<file path="src/rtl/mem_port_arbiter.sv">
// mem_port_arbiter: serialises IF, DM and DBG accesses onto one single-port memory.
// Define ARB_STATS_EN to add saturating grant/conflict counters.
module mem_port_arbiter #(
    parameter int unsigned AW      = 10,
    parameter int unsigned DW      = 32,
    parameter int unsigned MEM_LAT = 1
) (
    input  logic          clk,
    input  logic          rst,

    input  logic          if_req,
    input  logic          if_we,
    input  logic [AW-1:0] if_addr,
    input  logic [DW-1:0] if_wdata,
    output logic          if_gnt,
    output logic          if_rvalid,

    input  logic          dm_req,
    input  logic          dm_we,
    input  logic [AW-1:0] dm_addr,
    input  logic [DW-1:0] dm_wdata,
    output logic          dm_gnt,
    output logic          dm_rvalid,

    input  logic          dbg_req,
    input  logic          dbg_we,
    input  logic [AW-1:0] dbg_addr,
    input  logic [DW-1:0] dbg_wdata,
    output logic          dbg_gnt,
    output logic          dbg_rvalid,

    output logic [DW-1:0] rdata,
    input  logic          dbg_lock,

    output logic          mem_en,
    output logic          mem_we,
    output logic [AW-1:0] mem_addr,
    output logic [DW-1:0] mem_wdata,
    input  logic [DW-1:0] mem_rdata
`ifdef ARB_STATS_EN
    ,
    input  logic          stat_clr,
    output logic [15:0]   stat_if_gnt,
    output logic [15:0]   stat_dm_gnt,
    output logic [15:0]   stat_dbg_gnt,
    output logic [15:0]   stat_conflict
`endif
);

    localparam logic [1:0] ST_IDLE  = 2'd0;
    localparam logic [1:0] ST_ISSUE = 2'd1;
    localparam logic [1:0] ST_WAIT  = 2'd2;
    localparam logic [1:0] ST_RESP  = 2'd3;

    localparam logic [2:0] LAT_LOAD = 3'(MEM_LAT);

    logic [1:0]    state_q, state_d;
    logic [2:0]    owner_q, owner_d;   // one-hot {DBG, DM, IF}
    logic          last_if_q, last_if_d;
    logic [2:0]    cnt_q, cnt_d;
    logic          acc_we_q, acc_we_d;
    logic [2:0]    gnt_q, gnt_d;
    logic [2:0]    rvalid_q, rvalid_d;
    logic          mem_en_q, mem_en_d;
    logic          mem_we_q, mem_we_d;
    logic [AW-1:0] mem_addr_q, mem_addr_d;
    logic [DW-1:0] mem_wdata_q, mem_wdata_d;
    logic [DW-1:0] rdata_q, rdata_d;

    logic          vis_if, vis_dm;
    logic [2:0]    win_oh;
    logic          sel_we;
    logic [AW-1:0] sel_addr;
    logic [DW-1:0] sel_wdata;

    assign vis_if = if_req & ~dbg_lock;
    assign vis_dm = dm_req & ~dbg_lock;

    // DBG has fixed priority; IF/DM alternate on the last-winner bit.
    always_comb begin
        win_oh = 3'b000;
        if (dbg_req) begin
            win_oh = 3'b100;
        end else if (vis_if && vis_dm) begin
            win_oh = last_if_q ? 3'b010 : 3'b001;
        end else if (vis_if) begin
            win_oh = 3'b001;
        end else if (vis_dm) begin
            win_oh = 3'b010;
        end
    end

    always_comb begin
        sel_we    = 1'b0;
        sel_addr  = '0;
        sel_wdata = '0;
        unique case (win_oh)
            3'b001: begin
                sel_we    = if_we;
                sel_addr  = if_addr;
                sel_wdata = if_wdata;
            end
            3'b010: begin
                sel_we    = dm_we;
                sel_addr  = dm_addr;
                sel_wdata = dm_wdata;
            end
            3'b100: begin
                sel_we    = dbg_we;
                sel_addr  = dbg_addr;
                sel_wdata = dbg_wdata;
            end
            default: ;
        endcase
    end

    always_comb begin
        state_d     = state_q;
        owner_d     = owner_q;
        last_if_d   = last_if_q;
        cnt_d       = cnt_q;
        acc_we_d    = acc_we_q;
        mem_addr_d  = mem_addr_q;
        mem_wdata_d = mem_wdata_q;
        rdata_d     = rdata_q;
        mem_en_d    = 1'b0;
        mem_we_d    = 1'b0;
        gnt_d       = 3'b000;
        rvalid_d    = 3'b000;
        case (state_q)
            ST_IDLE, ST_RESP: begin
                if (win_oh != 3'b000) begin
                    state_d     = ST_ISSUE;
                    owner_d     = win_oh;
                    gnt_d       = win_oh;
                    mem_en_d    = 1'b1;
                    mem_we_d    = sel_we;
                    acc_we_d    = sel_we;
                    mem_addr_d  = sel_addr;
                    mem_wdata_d = sel_wdata;
                    if (!win_oh[2]) begin
                        last_if_d = win_oh[0];
                    end
                end else begin
                    state_d = ST_IDLE;
                end
            end
            ST_ISSUE: begin
                state_d = ST_WAIT;
                cnt_d   = LAT_LOAD;
            end
            ST_WAIT: begin
                if (cnt_q == 3'd1) begin
                    state_d  = ST_RESP;
                    rvalid_d = owner_q;
                    rdata_d  = acc_we_q ? '0 : mem_rdata;
                end else begin
                    cnt_d = cnt_q - 3'd1;
                end
            end
            default: state_d = ST_IDLE;
        endcase
    end

    always_ff @(posedge clk or posedge rst) begin
        if (rst) begin
            state_q     <= ST_IDLE;
            owner_q     <= 3'b000;
            last_if_q   <= 1'b1;
            cnt_q       <= 3'd0;
            acc_we_q    <= 1'b0;
            gnt_q       <= 3'b000;
            rvalid_q    <= 3'b000;
            mem_en_q    <= 1'b0;
            mem_we_q    <= 1'b0;
            mem_addr_q  <= '0;
            mem_wdata_q <= '0;
            rdata_q     <= '0;
        end else begin
            state_q     <= state_d;
            owner_q     <= owner_d;
            last_if_q   <= last_if_d;
            cnt_q       <= cnt_d;
            acc_we_q    <= acc_we_d;
            gnt_q       <= gnt_d;
            rvalid_q    <= rvalid_d;
            mem_en_q    <= mem_en_d;
            mem_we_q    <= mem_we_d;
            mem_addr_q  <= mem_addr_d;
            mem_wdata_q <= mem_wdata_d;
            rdata_q     <= rdata_d;
        end
    end

    assign if_gnt     = gnt_q[0];
    assign dm_gnt     = gnt_q[1];
    assign dbg_gnt    = gnt_q[2];
    assign if_rvalid  = rvalid_q[0];
    assign dm_rvalid  = rvalid_q[1];
    assign dbg_rvalid = rvalid_q[2];
    assign rdata      = rdata_q;
    assign mem_en     = mem_en_q;
    assign mem_we     = mem_we_q;
    assign mem_addr   = mem_addr_q;
    assign mem_wdata  = mem_wdata_q;

`ifdef ARB_STATS_EN
    logic [15:0] st_if_q, st_if_d;
    logic [15:0] st_dm_q, st_dm_d;
    logic [15:0] st_dbg_q, st_dbg_d;
    logic [15:0] st_conf_q, st_conf_d;
    logic        arb_edge;
    logic [1:0]  n_vis;

    assign arb_edge = (state_q == ST_IDLE) || (state_q == ST_RESP);
    assign n_vis    = {1'b0, dbg_req} + {1'b0, vis_if} + {1'b0, vis_dm};

    function automatic logic [15:0] sat_inc(input logic [15:0] v, input logic en);
        return (en && (v != 16'hFFFF)) ? v + 16'd1 : v;
    endfunction

    always_comb begin
        st_if_d   = sat_inc(st_if_q, arb_edge & win_oh[0]);
        st_dm_d   = sat_inc(st_dm_q, arb_edge & win_oh[1]);
        st_dbg_d  = sat_inc(st_dbg_q, arb_edge & win_oh[2]);
        st_conf_d = sat_inc(st_conf_q, arb_edge & (n_vis >= 2'd2));
        if (stat_clr) begin
            st_if_d   = '0;
            st_dm_d   = '0;
            st_dbg_d  = '0;
            st_conf_d = '0;
        end
    end

    always_ff @(posedge clk or posedge rst) begin
        if (rst) begin
            st_if_q   <= '0;
            st_dm_q   <= '0;
            st_dbg_q  <= '0;
            st_conf_q <= '0;
        end else begin
            st_if_q   <= st_if_d;
            st_dm_q   <= st_dm_d;
            st_dbg_q  <= st_dbg_d;
            st_conf_q <= st_conf_d;
        end
    end

    assign stat_if_gnt   = st_if_q;
    assign stat_dm_gnt   = st_dm_q;
    assign stat_dbg_gnt  = st_dbg_q;
    assign stat_conflict = st_conf_q;
`endif

endmodule
</file>
<file path="config.mk">
export PLATFORM = sky130hd
export DESIGN_NAME = mem_port_arbiter
export DESIGN_NICKNAME = d
export VERILOG_FILES = /design/src/rtl/mem_port_arbiter.sv
export SDC_FILE = /design/constraint.sdc
export NUM_CORES = 1
export LEC_CHECK = 0
export CORE_MARGIN = 2
export CORE_UTILIZATION = 35
export CTS_BUF_LIST = sky130_fd_sc_hd__clkbuf_8 sky130_fd_sc_hd__clkbuf_16
export CTS_CLUSTER_SIZE = 28
export DETAILED_ROUTE_END_ITERATION = 8
export PLACE_DENSITY = 0.82
export SLEW_MARGIN = 20
export SYNTH_ARGS = -nofsm -noshare
export SYNTH_HDL_FRONTEND = slang
export SYNTH_SLANG_ARGS = --single-unit
</file>
<file path="constraint.sdc">
create_clock -name clk -period 4.1 [get_ports clk]
set_input_delay 0.82 -clock clk [delete_from_list [all_inputs] [get_ports clk]]
set_output_delay 0.82 -clock clk [all_outputs]
set_load 0.005 [all_outputs]
</file>
==> results.yml <==
yosys:
  synth-compound-area-share: 0.285
  synth_edf_count: 0
  yosysWarnings: 0
  synthAdderAreaFrac: 0.00997
  netlist_instances: 509
  synth_top_family_by_area: "compound AO/OA/AOI/OAI gates"
  synth_xor_area_frac: 0
  synth_area_leader_cell: "dfrtp_1"
  syn-num-nets: 680
  synth_mux_area_frac: 0.00823
  synthMostInstantiatedCell: "dfrtp_1"
  synth_area_um2: 5020
  synth-seq-cells: 92
  synthSimpleGateAreaFrac: 0.143
  yosysTopAreaCellShare: 0.454
  synth_commonest_cells: "91 x dfrtp_1, 52 x inv_1, 43 x a2bb2oi_1, 43 x and3_1"
  postSynthAreaPerCell_um2: 9.86
  async_reset_ff_frac: 1.00
  synth_seq_area_share: 0.459
  synth.distinct_cells: 40
  synthTopCellsByArea: "dfrtp_1 45%, o32a_1 8.4%, a2bb2oi_1 7.5%"
  synth_ff_type: "dfrtp_1"
detailed_routing:
  postRouteAntennaNets: 0
  via_per_inst: 5.62
  wl_um: 17000
  top_layer: "met4"
  drt-met1-wl_um: 6500
  wl_met2_um: 8280
  drt-initial-drc-count: 375
  routed-wl-met3_um: 1780
  via_count: 5113
  drc: 0
  wl_per_cell_um: 18.7
  drtPass1Iterations: 5
power_and_ir_drop:
  total_power_mw: 4.94
  p_int_mw: 3.16
  power.switching_mw: 1.78
  p_seq_frac: 0.319
  combPwrFrac: 0.520
  p_leak_nw: 3.37
  power_density_nw_per_um2: 632
  clkPwrFrac: 0.161
  p_sw_frac: 0.360
  ir_drop_mv: 0.266
placement:
  placed_area_um2: 7540
  place.gp.congestion: 0.845
  port-buffer-count: 248
  dp_hpwl_um: 12000
clock_tree:
  h-tree-depth: 3
  hold_buffers: 0
  cts_root_buf: "clkbuf_16"
  clk_latency_ns: 0.34
  postCtsSetupRepairBufs: 0
  cts_tree: "yes"
  clkTransAtPathRegs_ns: 0.07
  cts_buffer_depth: 2
  cts.sinks: 92
  cts_resized: 0
  cts_buffers: 9
sta:
  min_period_over_period: 0.670
  rsz0062_at_grt: "false"
  hold_slack_ns: 0.487
  skew_ns: 0.00732
  hold_viol_final: 0
  fmax_mhz: 364
  slew_headroom: 0.376
  setup_viol: 0
  worst_pin_slew_ns: 0.937
  finalSetupTns_ns: 0
  final_max_slew_viol_count: 0
  finalCriticalPeriod_ns: 2.75
worst_hold_path:
  hold_path.class: "flip-flop to flip-flop"
setup_path:
  cp_data_required_time_ns: 4.37
  crit_type: "flip-flop to flip-flop"
  crit_fanout: 44
  endpoint_kind: "flip-flop"
  start_kind: "flip-flop"
  arrival_ns: 3.02
  r2r_slack_ns: 1.35
final_layout:
  multi_input_area_um2: 2250
  drive_gt1_frac: 0.0549
  nets: 895
  fill_cells: 1178
  area_growth_syn_to_layout_pct: 55.9
  final_area_um2: 7830
  ff_latch_area_um2: 2300
outcome:
  status: "complete, no violations"
floorplanning:
  num_io_pins: 249
  start_util: 0.360
  die_w_um: 124
  die-area_um2: 15300
  rows: 43
  fp.dieH_um: 124
  core_area_um2: 13900
flow_run:
  maxCapViolCount: 0
global_route:
  grt_antenna_before_repair: 1
  grt_pass1_vias: 5201
  grt_max_degree: 65
  grt_pass1_wl_um: 25900
  overflow: 0
  grt_usage: 0.220
placed cells by master, fill, tap and decap left out, types with 2 or more instances in the layout:
master and instances:
clkinvlp_4 3, o32a_1 42, o21ai_1 4, dfrtp_1 91, and2_1 2, clkdlybuf4s50_1 247, nand2_1 33, inv_1 51
clkbuf_16 9, a21o_1 2, ha_1 4, o41ai_1 42, nand2b_1 34, and3_1 43, nand3_1 2, o21ai_0 29
nand3b_1 2, inv_6 2, inv_2 2, buf_4 11, mux2i_1 3, a2bb2oi_1 43, nor2_1 5
cell families after synthesis:
group,Yosys count
adder cells (fa/ha/maj),4
flip-flops,92
AND/OR/NAND/NOR,128
buffers and inverters,109
multiplexers,4
AO/OA/AOI/OAI,172
sequential cells by signal, indices dropped and copies added, names as in the netlist:
register,cells
mem_wdata,32
gnt_q,3
owner_q,3
state_q,2
cnt_q,3
mem_we,1
rdata,32
rvalid_q,3
last_if_q,1
acc_we_q,1
mem_en,1
mem_addr,10
critical path, stage by stage, from the launching register on:
cell     delay (ns)
dfrtp_1        0.38
inv_1          0.05
ha_1           0.54
buf_4          0.36
and2_1         0.31
a21oi_4        0.08
inv_2          0.61
o32a_1         0.29
worst paths after layout:
check,depth (start not counted),endpoint,start
worst max register to register,7,mem_wdata[8]$_DFFE_PP0P_,state_q[0]$_DFFE_PP0P_
max in group asynchronous,3,mem_wdata[8]$_DFFE_PP0P_,rst
min in group asynchronous,2,mem_wdata[4]$_DFFE_PP0P_,rst
worst max-delay path,7,mem_wdata[8]$_DFFE_PP0P_,state_q[0]$_DFFE_PP0P_
worst min-delay path,1,owner_q[1]$_DFFE_PP0P_,owner_q[1]$_DFFE_PP0P_
worst min register to register,1,owner_q[1]$_DFFE_PP0P_,owner_q[1]$_DFFE_PP0P_
metal layers:
layer / vias to the layer above / track usage
met5: - / 0
met4: 0 / 0.0987
met3: 39 / 0.0522
met2: 344 / 0.380
met1: 2408 / 0.260
li1: 2322 / -
per-stage QoR:
stage	cells	worst slack, ns	util
floorplan	509	0.890	-
global placement	893	1.27	0.541
detailed placement	893	1.20	0.541
CTS	909	1.35	0.561
global route	910	1.20	0.562
finish	910	1.35	0.562
power by group through the flow:
stage | clock, mW | sequential (mW) | combinational, mW
after global routing | 0.857 | 1.63 | 2.80
after detailed placement | 0 | 1.59 | 2.57
after floorplan | 0 | 1.54 | 1.46
after global placement | 0 | 1.57 | 2.48
final | 0.797 | 1.58 | 2.57
after CTS | 0.819 | 1.58 | 2.58
area by class of cell:
| class | instances | area share |
|---|---|---|
| flip-flops and latches | 92 | 0.294 |
| well taps | 180 | 0.0288 |
| clock buffers | 10 | 0.0305 |
| diodes | 1 | 0.000320 |
| inverters | 54 | 0.0262 |
| clock inverters | 6 | 0.00576 |
| multi-input cells | 308 | 0.287 |
| repair buffers | 259 | 0.327 |
Note: power is estimated with default switching activity, not from simulation.
